`src/rtl/dom_pkg.sv`:
```
// Shared helpers for the masked AND: pair enumeration and share-slice addressing.
// Used by the RTL and the bench so both agree on the randomness layout.
package dom_pkg;

  function automatic int num_pairs(input int n);
    return n * (n - 1) / 2;
  endfunction

  // Lexicographic index of the unordered pair {i,j}; symmetric in i and j.
  function automatic int pair_index(input int n, input int i, input int j);
    int lo;
    int hi;
    lo = (i < j) ? i : j;
    hi = (i < j) ? j : i;
    return lo * (2 * n - lo - 1) / 2 + (hi - lo - 1);
  endfunction

  function automatic int share_bit(input int s, input int lane, input int w);
    return s * w + lane;
  endfunction

endpackage

```
`src/rtl/dom_and_pipe_if.sv`:
```
// Operand/randomness/result bus of the masked AND with valid/ready on both sides.
interface dom_and_pipe_if import dom_pkg::*; #(
  parameter int NUM_SHARES = 3,
  parameter int WIDTH      = 1
);
  localparam int NUM_PAIRS = num_pairs(NUM_SHARES);

  logic [NUM_SHARES*WIDTH-1:0] io_i0;
  logic [NUM_SHARES*WIDTH-1:0] io_i1;
  logic [NUM_PAIRS*WIDTH-1:0]  p_rand;
  logic                        in_valid;
  logic                        in_ready;
  logic [NUM_SHARES*WIDTH-1:0] io_o0;
  logic                        out_valid;
  logic                        out_ready;

  modport master (
    output io_i0, io_i1, p_rand, in_valid, out_ready,
    input  in_ready, io_o0, out_valid
  );

  modport slave (
    input  io_i0, io_i1, p_rand, in_valid, out_ready,
    output in_ready, io_o0, out_valid
  );
endinterface

```
`src/rtl/dom_and_lane.sv`:
```
// One bit lane of the DOM AND: resharing register of NUM_SHARES^2 terms, then
// an integration register fed only from the resharing register outputs.
module dom_and_lane import dom_pkg::*; #(
  parameter  int NUM_SHARES = 3,
  localparam int NUM_PAIRS  = num_pairs(NUM_SHARES)
) (
  input  logic                  clk,
  input  logic                  rst_n,
  input  logic                  i_en1,
  input  logic                  i_en2,
  input  logic [NUM_SHARES-1:0] i_a,
  input  logic [NUM_SHARES-1:0] i_b,
  input  logic [NUM_PAIRS-1:0]  i_rand,
  output logic [NUM_SHARES-1:0] o_share
);

  // Row i holds every term that integrates into output share i; the diagonal
  // is the unmasked inner product, off-diagonals are the blinded cross terms.
  logic [NUM_SHARES-1:0][NUM_SHARES-1:0] w_term;
  logic [NUM_SHARES-1:0][NUM_SHARES-1:0] r_term;
  logic [NUM_SHARES-1:0]                 w_int;
  logic [NUM_SHARES-1:0]                 r_share;

  for (genvar gi = 0; gi < NUM_SHARES; gi++) begin : g_row
    for (genvar gj = 0; gj < NUM_SHARES; gj++) begin : g_col
      if (gi == gj) begin : g_inner
        assign w_term[gi][gj] = i_a[gi] & i_b[gj];
      end else begin : g_cross
        localparam int K = pair_index(NUM_SHARES, gi, gj);
        assign w_term[gi][gj] = (i_a[gi] & i_b[gj]) ^ i_rand[K];
      end
    end
    assign w_int[gi] = ^r_term[gi];
  end

  always_ff @(posedge clk or negedge rst_n) begin
    if (!rst_n) begin
      r_term  <= '0;
      r_share <= '0;
    end else begin
      if (i_en1) r_term  <= w_term;
      if (i_en2) r_share <= w_int;
    end
  end

  assign o_share = r_share;

endmodule

```
`src/rtl/dom_and_pipe.sv`:
```
// Pipelined DOM AND gadget: WIDTH independent lanes under one two-entry
// elastic valid/ready control.
module dom_and_pipe import dom_pkg::*; #(
  parameter  int NUM_SHARES = 3,
  parameter  int WIDTH      = 1,
  localparam int NUM_PAIRS  = num_pairs(NUM_SHARES)
) (
  input logic           clock_0,
  input logic           reset_0,
  dom_and_pipe_if.slave bus
);

  logic [2:1] r_vld_pipe;
  logic       w_en2;
  logic       w_in_ready;
  logic       w_accept;

  logic [WIDTH-1:0][NUM_SHARES-1:0] w_a;
  logic [WIDTH-1:0][NUM_SHARES-1:0] w_b;
  logic [WIDTH-1:0][NUM_SHARES-1:0] w_o;
  logic [WIDTH-1:0][NUM_PAIRS-1:0]  w_r;
  logic [NUM_SHARES*WIDTH-1:0]      w_o_flat;

  // Stage 2 advances when it is empty or being drained; stage 1 can take a new
  // operand whenever its current content moves on in the same edge.
  assign w_en2      = r_vld_pipe[1] & (~r_vld_pipe[2] | bus.out_ready);
  assign w_in_ready = ~r_vld_pipe[1] | w_en2;
  assign w_accept   = bus.in_valid & w_in_ready;

  always_ff @(posedge clock_0 or negedge reset_0) begin
    if (!reset_0) begin
      r_vld_pipe <= '0;
    end else begin
      r_vld_pipe[1] <= w_accept | (r_vld_pipe[1] & ~w_en2);
      r_vld_pipe[2] <= w_en2 | (r_vld_pipe[2] & ~bus.out_ready);
    end
  end

  for (genvar gl = 0; gl < WIDTH; gl++) begin : g_lane
    for (genvar gs = 0; gs < NUM_SHARES; gs++) begin : g_share
      assign w_a[gl][gs] = bus.io_i0[share_bit(gs, gl, WIDTH)];
      assign w_b[gl][gs] = bus.io_i1[share_bit(gs, gl, WIDTH)];
      assign w_o_flat[share_bit(gs, gl, WIDTH)] = w_o[gl][gs];
    end
    for (genvar gk = 0; gk < NUM_PAIRS; gk++) begin : g_pair
      assign w_r[gl][gk] = bus.p_rand[share_bit(gk, gl, WIDTH)];
    end

    dom_and_lane #(.NUM_SHARES(NUM_SHARES)) u_lane (
      .clk    (clock_0),
      .rst_n  (reset_0),
      .i_en1  (w_accept),
      .i_en2  (w_en2),
      .i_a    (w_a[gl]),
      .i_b    (w_b[gl]),
      .i_rand (w_r[gl]),
      .o_share(w_o[gl])
    );
  end

  assign bus.in_ready  = w_in_ready;
  assign bus.out_valid = r_vld_pipe[2];
  assign bus.io_o0     = w_o_flat;

endmodule

```
`src/flat_wrapper.sv`:
```
// flat-port wrapper written by rule: the top's interface ports become plain ports
module dom_and_pipe_flat import dom_pkg::*;
#(
  parameter  int NUM_SHARES = 3,
  parameter  int WIDTH      = 1,
  localparam int NUM_PAIRS  = num_pairs(NUM_SHARES)
)
  (clock_0, reset_0, bus_io_i0, bus_io_i1, bus_p_rand, bus_in_valid, bus_out_ready, bus_in_ready, bus_io_o0, bus_out_valid);
  dom_and_pipe_if #(.NUM_SHARES(NUM_SHARES), .WIDTH(WIDTH)) bus_i ();
  input logic clock_0;
  input logic reset_0;
  input wire logic [$bits(bus_i.io_i0)-1:0] bus_io_i0;
  input wire logic [$bits(bus_i.io_i1)-1:0] bus_io_i1;
  input wire logic [$bits(bus_i.p_rand)-1:0] bus_p_rand;
  input wire logic [$bits(bus_i.in_valid)-1:0] bus_in_valid;
  input wire logic [$bits(bus_i.out_ready)-1:0] bus_out_ready;
  output wire logic [$bits(bus_i.in_ready)-1:0] bus_in_ready;
  output wire logic [$bits(bus_i.io_o0)-1:0] bus_io_o0;
  output wire logic [$bits(bus_i.out_valid)-1:0] bus_out_valid;
  assign bus_i.io_i0 = bus_io_i0;
  assign bus_i.io_i1 = bus_io_i1;
  assign bus_i.p_rand = bus_p_rand;
  assign bus_i.in_valid = bus_in_valid;
  assign bus_i.out_ready = bus_out_ready;
  assign bus_in_ready = bus_i.in_ready;
  assign bus_io_o0 = bus_i.io_o0;
  assign bus_out_valid = bus_i.out_valid;
  dom_and_pipe #(.NUM_SHARES(NUM_SHARES), .WIDTH(WIDTH)) u_core (.clock_0(clock_0), .reset_0(reset_0), .bus(bus_i));
endmodule
```
`config.mk`:
```
export PLATFORM = sky130hd
export DESIGN_NAME = dom_and_pipe_flat
export DESIGN_NICKNAME = d
export VERILOG_FILES = /design/src/rtl/dom_pkg.sv /design/src/rtl/dom_and_pipe_if.sv /design/src/rtl/dom_and_lane.sv /design/src/rtl/dom_and_pipe.sv /design/src/flat_wrapper.sv
export SDC_FILE = /design/constraint.sdc
export NUM_CORES = 1
export LEC_CHECK = 0
export BUFFER_PORTS_ARGS = -buffer_cell sky130_fd_sc_hd__buf_2
export CAP_MARGIN = 40
export CORE_AREA = 2 2 46 48
export DETAILED_ROUTE_END_ITERATION = 12
export DIE_AREA = 0 0 48 50
export HOLD_SLACK_MARGIN = 0.08
export PLACE_DENSITY_LB_ADDON = 0.25
export SLEW_MARGIN = 20
export SYNTH_ARGS = -nofsm -noshare
export SYNTH_HDL_FRONTEND = slang
export SYNTH_SLANG_ARGS = --single-unit
export TNS_END_PERCENT = 50
```
`constraint.sdc`:
```
create_clock -name clock_0 -period 1.11 [get_ports clock_0]
set_input_delay 0.0555 -clock clock_0 [delete_from_list [all_inputs] [get_ports clock_0]]
set_output_delay 0.0555 -clock clock_0 [all_outputs]
set_load 0.1 [all_outputs]
```
==> results of run 1 <==
-- what timing repair did --
| action | in CTS | in global routing |
|---|---|---|
| hold buffers | 2 | 0 |
| gates cloned | 1 | 0 |
| endpoints found under the hold margin | 15 | 0 |
| buffers inserted | 2 | 1 |
| resized for setup | 6 | 0 |
| pin swaps | 1 | 1 |
| setup endpoints to repair | 11 | 14 |
-- path summary, 6_finish.rpt --
check	start	cells past startpoint	to	slack (ps)
hold / removal	bus_in_valid	2	u_core.r_vld_pipe[1]$_DFF_PN0_	140
hold reg to reg	u_core.g_lane[0].u_lane.r_term[0]$_DFFE_PN0P_	1	u_core.g_lane[0].u_lane.r_term[0]$_DFFE_PN0P_	520
min in group asynchronous	reset_0	2	u_core.g_lane[0].u_lane.r_term[6]$_DFFE_PN0P_	200
max in group asynchronous	reset_0	2	u_core.r_vld_pipe[2]$_DFF_PN0_	650
setup / recovery	u_core.r_vld_pipe[2]$_DFF_PN0_	4	u_core.g_lane[0].u_lane.r_term[6]$_DFFE_PN0P_	-100
setup reg to reg	u_core.r_vld_pipe[2]$_DFF_PN0_	4	u_core.g_lane[0].u_lane.r_term[6]$_DFFE_PN0P_	-100
-- synthesized netlist by cell type, drive strengths merged --
| cell type | number |
|---|---|
| a21bo | 3 |
| dfrtp | 14 |
| inv | 1 |
| mux2 | 9 |
| nand2 | 7 |
| nand2b | 1 |
| nand3b | 1 |
| nand4 | 3 |
| o21ai | 1 |
| o21bai | 1 |
| xnor2 | 12 |
-- report_power, final --
group | switching, uW | total (uW) | internal, uW | leakage, uW
sequential | 112 | 742 | 630 | 0.000164
clock | 148 | 347 | 199 | 0.0000210
combinational | 626 | 1150 | 525 | 0.000311
-- final cells by class --
cell class	count	area, um^2
tap	27	33.8
clock buffer	4	36.3
inverter	1	3.75
multi-input combinational	39	393
timing repair buffer	24	234
sequential	14	355
fill	168	846
-- cells in the final DEF, fill, tap and decap left out, drive strengths merged --
| master | n |
|---|---|
| a21bo | 3 |
| nand2 | 8 |
| buf | 22 |
| dfrtp | 14 |
| mux2 | 9 |
| nand4 | 3 |
| inv | 1 |
| clkbuf | 4 |
| nand3b | 1 |
| o21ai | 1 |
| o21bai | 1 |
| dlygate4sd3 | 2 |
| xnor2 | 12 |
| nand2b | 1 |
-- flip-flops by register name, summed over array words and instances (netlist names) --
register                      cells
u_core.g_lane.u_lane.r_term       9
u_core.g_lane.u_lane.o_share      3
u_core.r_vld_pipe                 2
-- routing by layer --
metal	routed length (um)	vias to the layer above	global-route usage [%]
met5	0	-	0
met4	19	0	8.11
met3	57	2	2.20
met2	629	18	19.3
met1	527	228	17.0
li1	-	238	-
-- worst max-delay path: stages (launching register included) --
cell,delay (ps)
dfrtp_4,500
nand3b_4,110
buf_12,130
nand2_8,60
mux2_4,300
-- through the flow --
stage               cells  utilization, %  hold slack [ps]
floorplan              53               -             -240
global placement       99            48.9            -39.6
detailed placement     99            48.9            -38.6
CTS                   108            55.1              130
global route          109            55.5              133
finish                109            55.5              144
-- cell families (layout without fill, tap and decap cells) --
| kind of cell | after synthesis | in the layout | synth area share, % |
|---|---|---|---|
| mux | 9 | 9 | 17.5 |
| compound gates | 5 | 5 | 6.54 |
| simple gates | 12 | 13 | 11.1 |
| buf+inv | 1 | 29 | 0.530 |
| flops | 14 | 14 | 49.5 |
| xor+xnor | 12 | 12 | 14.8 |
==> out/qor.csv, run 1 <==
metric,value,unit
worstHoldPathType,in2reg,
ir_drop,1.16,mV
antenna_found_initial,0,
cp_max_fo,5,
grt_setup_unrepaired,yes,
clk_transition_reported_paths,80,ps
crit_type,reg2reg,
grt_usage,13.1,%
routed_wl,1230,um
max_cap_violations,0,
hold_violations,0,
syn_inst,53,
die_h,50,um
violations,negative setup slack,
initial_core_util,37.2,%
maxSlewHeadroom,79.6,%
syn-num-nets,66,
final_max_slew_viol_count,0,
fin_nets,96,
finalWeightedCongestion,0.688,
finalCritPeriodShare,109,%
rows,16,
cp.arrival,1370,ps
synth_cell_type_count,13,
power_density,2120,mW/mm^2
drive_above_1_share,53.7,%
diodes,0,
synth_top_area_share,49.5,%
clk_latency,270,ps
root_buffer,clkbuf_4,
outcome,finished with violations,
fin_ws,-103,ps
startpoint_type,flop,
synth_area_leaders,"dfrtp_1, xnor2_1, mux2_4",
fin_crit,1210,ps
die_x,48,um
vias,486,
synth_warnings,0,
tns,-778,ps
post-route-cell-area,0.00106,mm^2
worstMarginPinSlew,306,ps
grt_pass1_wl,2130,um
p_leak,0.000496,uW
grt_pass1_vias,474,
endpoint_kind,flop,
io-pin-count,18,
pre_cts_ws,-45.2,ps
yosysTopAreaCell,dfrtp_1,
mappedNetlistArea,708,um^2
routed_via_density,4.46,
drtIter0Drc,4,
dieArea,0.00240,mm^2
htreeDepth,1,
wl_per_cell,11.3,um
syn_to_final_growth,49.1,%
power,2240,uW
cp_data_required_time,1270,ps
syn_area_per_cell,13.4,um^2
clock-sinks,14,
clock_skew,2.03,ps
fmax,824,MHz
synth_seq_area_share,49.5,%
clockBufferDepth,2,
setup_viol,13,
grt_max_degree,15,
io_buffers,17,
first_pass_iters,2,
grt_overflow_total,0,
coreArea,0.00190,mm^2
cts_buffers,3,
drc,0,
ys_ff_latch,14,
placed_cell_area,930,um^2
ant_nets,0,
cts_tree,yes,
Note: power is estimated with default switching activity, not from simulation.
==> run 2: changes to the inputs <==
CTS_BUF_LIST = sky130_fd_sc_hd__clkbuf_8   (was default)
PLACE_DENSITY = 0.59   (was default)
PLACE_DENSITY_LB_ADDON = default   (was 0.25)
==> run 2 against run 1 <==
The run still ends with negative setup slack left. Final area shrank 0.59%. Non-clock buffer count is the same. Final cell count shrank 0.92%. Maximum frequency grew 1.4%. Worst hold slack lost 6.1 ps. Sequential share of layout area grew 0.081 points. Clock skew shrank 1.5 ps. Via count grew 0.62%. Utilization shrank 0.33 points. Critical endpoint is now bus_in_ready.
==> out/qor.csv, run 2 (synthesized netlist as in run 1, its figures left out) <==
metric,value,unit,change
io-pin-count,18,,unchanged
fin_crit,1200,ps,-16.2 ps
drive_above_1_share,51.9,%,-1.8 points
die_x,48,um,unchanged
drtIter0Drc,2,,-2
setup_viol,12,,-1
p_leak,0.000494,uW,-0.54%
io_buffers,17,,unchanged
grt_setup_unrepaired,yes,,
power_density,2250,mW/mm^2,+6.3%
cp.arrival,1140,ps,-230 ps
largest_register,u_core.g_lane.u_lane.r_term,,
ant_nets,0,,unchanged
power,2370,uW,+5.7%
ir_drop,1.07,mV,-8.0%
cp_num_buf_inv,2,,+1
path_delay_family,flip-flops,,
fin_nets,95,,-1.0%
cpMaxStageDelayCell,dfrtp_4,,
grt_usage,11.8,%,-1.3 points
grt_pass1_vias,471,,-0.63%
wl_per_cell,11.0,um,-3.2%
coreArea,0.00190,mm^2,unchanged
first_pass_iters,2,,unchanged
grt_max_degree,15,,unchanged
hold_violations,0,,unchanged
fin_hold_ws,138,ps,-6.11 ps
cp_slowest_stage_delay,490,ps,about the same
largest_reg_flops,9,,unchanged
worstMarginPinSlew,313,ps,+7.54 ps
finalWeightedCongestion,0.690,,+0.33%
routed_via_density,4.53,,+1.5%
clock-sinks,14,,unchanged
cp_data_required_time,1050,ps,-220 ps
crit_start,u_core.r_vld_pipe[2]$_DFF_PN0_,,
final_max_slew_viol_count,0,,unchanged
grt_overflow_total,0,,unchanged
clockBufferDepth,2,,unchanged
cts_buffers,3,,unchanged
endpoint_kind,output port,,
pre_cts_ws,-47.7,ps,-2.44 ps
finalCritPeriodShare,108,%,-1.5 points
critical_path.cell_chain,nand3b_4 > buf_6 > buf_12,,
rows,16,,unchanged
antenna_found_initial,0,,unchanged
diodes,0,,unchanged
outcome,finished with violations,,
clk_transition_reported_paths,50,ps,-30 ps
root_buffer,clkbuf_8,,
routed_wl,1180,um,-4.1%
final_common_cell,dfrtp_1,,
final_cell_mix,"dfrtp_1, xnor2_1, buf_2",,
dieArea,0.00240,mm^2,unchanged
dp_hpwl,930,um,
worstHoldPathType,in2reg,,
vias,489,,+0.62%
grt_pass1_wl,1970,um,-7.5%
syn_to_final_growth,48.2,%,
max_cap_violations,0,,unchanged
fmax,835,MHz,+1.4%
startpoint_type,flop,,
maxSlewHeadroom,79.1,%,-0.50 points
cp_max_fo,3,,-2
drc,0,,unchanged
violations,negative setup slack,,
fin_ws,-87.2,ps,+16.2 ps
worstReg2RegStart,u_core.r_vld_pipe[2]$_DFF_PN0_,,
clk_latency,240,ps,-30 ps
htreeDepth,1,,unchanged
clock_skew,0.545,ps,-1.49 ps
dpl.cell_count,99,,unchanged
initial_core_util,37.2,%,unchanged
stdcell_count,108,,-0.92%
holdCritStartpoint,bus_in_valid,,
crit_type,reg2out,,
die_h,50,um,unchanged
n_fill_cell,180,,+7.1%
cts_tree,yes,,
[run 2: final cells by class]
class                   count  area (um^2)  area share (%)
clock buffers               4         55.1            5.24
inverters                   1         3.75           0.358
multi-input cells          38          382            36.4
flip-flops and latches     14          354            33.7
well taps                  27         33.8            3.22
repair buffers             24          221            21.1
[run 2: worst paths after layout]
check                      slack (ps)  cells after the start                                       endpoint
hold / removal                    140                      2                 u_core.r_vld_pipe[1]$_DFF_PN0_
min in group asynchronous         240                      2  u_core.g_lane[0].u_lane.r_term[4]$_DFFE_PN0P_
hold reg to reg                   510                      1  u_core.g_lane[0].u_lane.r_term[8]$_DFFE_PN0P_
max in group asynchronous         600                      2                 u_core.r_vld_pipe[2]$_DFF_PN0_
setup reg to reg                  -30                      4  u_core.g_lane[0].u_lane.r_term[4]$_DFFE_PN0P_
setup / recovery                  -90                      3                                   bus_in_ready
[run 2: metrics by stage]
stage               instance area, um^2  utilization, %  setup TNS (ps)
floorplan                           721               -           -5470
global placement                    930            48.9            -223
detailed placement                  930            48.9            -375
CTS                                1040            54.6            -426
global route                       1050            55.2            -783
finish                             1050            55.2            -283
[run 2: repair_timing]
item,4_1_cts,5_1_grt
hold endpoints to repair,15,0
setup buffers,2,1
pin swaps,1,0
endpoints found under the setup margin,10,14
hold buffers,2,0
resized for setup,4,1
[run 2: worst reg2reg max path, delay by kind of cell, from the launching register on]
family | cells | cell delay (ps)
AO/OA/AOI/OAI | 1 | 220
buffers and inverters | 1 | 170
flip-flops | 1 | 430
AND/OR/NAND/NOR | 2 | 210
[run 2: per-layer routing]
metal	global-route usage (%)	share of wire, %
met1	15.1	45
met2	17.8	47
met3	1.10	5.0
met4	8.11	2.5
met5	0	0
[run 2: power by group]
| group | internal [uW] | switching, uW | total, uW | leakage, uW |
|---|---|---|---|---|
| combinational | 516 | 623 | 1140 | 0.000300 |
| sequential | 631 | 111 | 742 | 0.000165 |
| clock | 314 | 172 | 486 | 0.0000288 |
| total | 1460 | 906 | 2370 | 0.000494 |
==> run 3: changes to the inputs <==
CELL_PAD_IN_SITES_DETAIL_PLACEMENT = 1   (was default)
CELL_PAD_IN_SITES_GLOBAL_PLACEMENT = 2   (was default)
CORE_AREA = 2 2 51 53   (was 2 2 46 48)
DIE_AREA = 0 0 53 55   (was 0 0 48 50)
PLACE_DENSITY = 0.69   (was 0.59)
==> run 3 against run 2 <==
The run still ends with negative setup slack left. Register-to-register slack worse by 80 ps. Final area up 2.1%. Sequential share of layout area shrank 0.71 points. Power increased by 0.76%. Critical path type unchanged. Largest cell class unchanged.
==> out/qor.csv, run 3 (synthesized netlist as in run 1, its figures left out) <==
metric,value,unit,change
rows,18,,+2
finalCritPeriodShare,111,%,+3.3 points
cts_buffers,3,,unchanged
die_h,55,um,+10%
final_common_cell,dfrtp_1,,
crit_start,u_core.r_vld_pipe[2]$_DFF_PN0_,,
outcome,finished with violations,,
p_leak,0.000502,uW,+1.7%
grt_setup_unrepaired,yes,,
grt_max_degree,15,,unchanged
vias,500,,+2.2%
syn_to_final_growth,51.4,%,
grt_usage,11.9,%,+0.097 points
r2r_cells,4,,unchanged
fin_hold_ws,162,ps,+23.6 ps
met3_usage,0.806,%,-0.29 points
fmax,811,MHz,-2.9%
cp_max_fo,2,,-1
worstHoldPathType,in2reg,,
largest_register,u_core.g_lane.u_lane.r_term,,
drc,0,,unchanged
io-pin-count,18,,unchanged
antenna_found_initial,0,,unchanged
initial_core_util,29.9,%,-7.3 points
routed_via_density,4.42,,-2.3%
first_pass_iters,1,,-1
fin_nets,97,,+2.1%
htreeDepth,1,,unchanged
routed_wl,1430,um,+21%
worstMarginPinSlew,315,ps,+1.67 ps
grt_pass1_wl,2390,um,+21%
clk_transition_reported_paths,50,ps,about the same
wl_per_cell,12.7,um,+16%
crit_type,reg2out,,
grt_pass1_vias,559,,+19%
finalWeightedCongestion,0.673,,-2.6%
maxSlewHeadroom,79.0,%,-0.11 points
ir_drop,1.22,mV,+14%
drtIter0Drc,0,,-2
fin_crit,1230,ps,+36.2 ps
hold_violations,0,,unchanged
clock-sinks,14,,unchanged
fin_ws,-123,ps,-36.2 ps
max_cap_violations,0,,unchanged
drive_above_1_share,54.2,%,+2.4 points
coreArea,0.00236,mm^2,+24%
violations,negative setup slack,,
dp_hpwl,1100,um,+19%
clk_latency,240,ps,about the same
grt_overflow_total,0,,unchanged
cp.arrival,1180,ps,+40 ps
dieArea,0.00292,mm^2,+21%
diodes,0,,unchanged
holdPathStages,2,,unchanged
worstReg2RegStart,u_core.r_vld_pipe[2]$_DFF_PN0_,,
clockBufferDepth,2,,unchanged
ant_nets,0,,unchanged
clock_skew,4.11,ps,+3.56 ps
grtUsageMet2,20.8,%,+3.1 points
cts_tree,yes,,
busiest_layer,met2,,
startpoint_type,flop,,
power,2390,uW,+0.76%
root_buffer,clkbuf_8,,
final_cell_mix,"dfrtp_1, xnor2_1, buf_2",,
setup_viol,14,,+2
largest_reg_flops,9,,unchanged
final_max_slew_viol_count,0,,unchanged
die_x,53,um,+10%
met1_usage,13.2,%,-2.0 points
power_density,2220,mW/mm^2,-1.4%
io_buffers,17,,unchanged
holdCritStartpoint,bus_in_valid,,
endpoint_kind,output port,,
cp_data_required_time,1050,ps,about the same
## run 3: where the power goes
group          internal, uW  leakage, uW  switching [uW]
clock                   314    0.0000288             173
combinational           525     0.000309             632
sequential              631     0.000165             111
total                  1470     0.000502             915
## run 3: stage by stage
stage	setup TNS (ps)	worst slack [ps]	utilization, %	instance area (um^2)	std cells
2_1_floorplan	-5470	-538	-	721	53
3_3_place_gp	-117	-28.9	40.1	948	104
3_5_place_dp	-287	-46.8	40.1	948	104
4_1_cts	-997	-171	45.0	1060	112
5_1_grt	-1960	-163	45.3	1070	113
6_report	-1340	-123	45.3	1070	113
## run 3: worst paths after layout
path                                                                 endpoint  slack, ps
worst min register to register  u_core.g_lane[0].u_lane.r_term[8]$_DFFE_PN0P_        510
worst min-delay path                           u_core.r_vld_pipe[1]$_DFF_PN0_        160
min in group asynchronous       u_core.g_lane[0].u_lane.r_term[2]$_DFFE_PN0P_        240
worst max register to register  u_core.g_lane[0].u_lane.r_term[1]$_DFFE_PN0P_       -110
max in group asynchronous                      u_core.r_vld_pipe[2]$_DFF_PN0_        610
worst max-delay path                                             bus_in_ready       -120
## run 3: metal layers
metal	wire, um	part of all wire [%]
met1	595	42
met2	749	52
met3	61	4.3
met4	27	1.9
met5	0	0
## run 3: what timing repair did
item | in CTS | in global routing
buffers inserted | 2 | 1
endpoints found under the setup margin | 13 | 14
hold endpoints to repair | 15 | 0
pin swaps | 3 | 0
gates resized for setup | 7 | 0
hold buffers | 2 | 0
## run 3: cell type report
cell class | instances | area (um^2)
Clock buffer | 4 | 55.1
Fill cell | 263 | 1290
Multi-Input combinational cell | 38 | 382
Tap cell | 30 | 37.5
Inverter | 1 | 3.75
Sequential cell | 14 | 354
Timing Repair Buffer | 26 | 240
## run 3: critical path, cell delays in order, from the launching register on
cell,delay (ps)
dfrtp_4,490
nand3b_4,100
buf_6,110
buf_6,90
buf_12,160
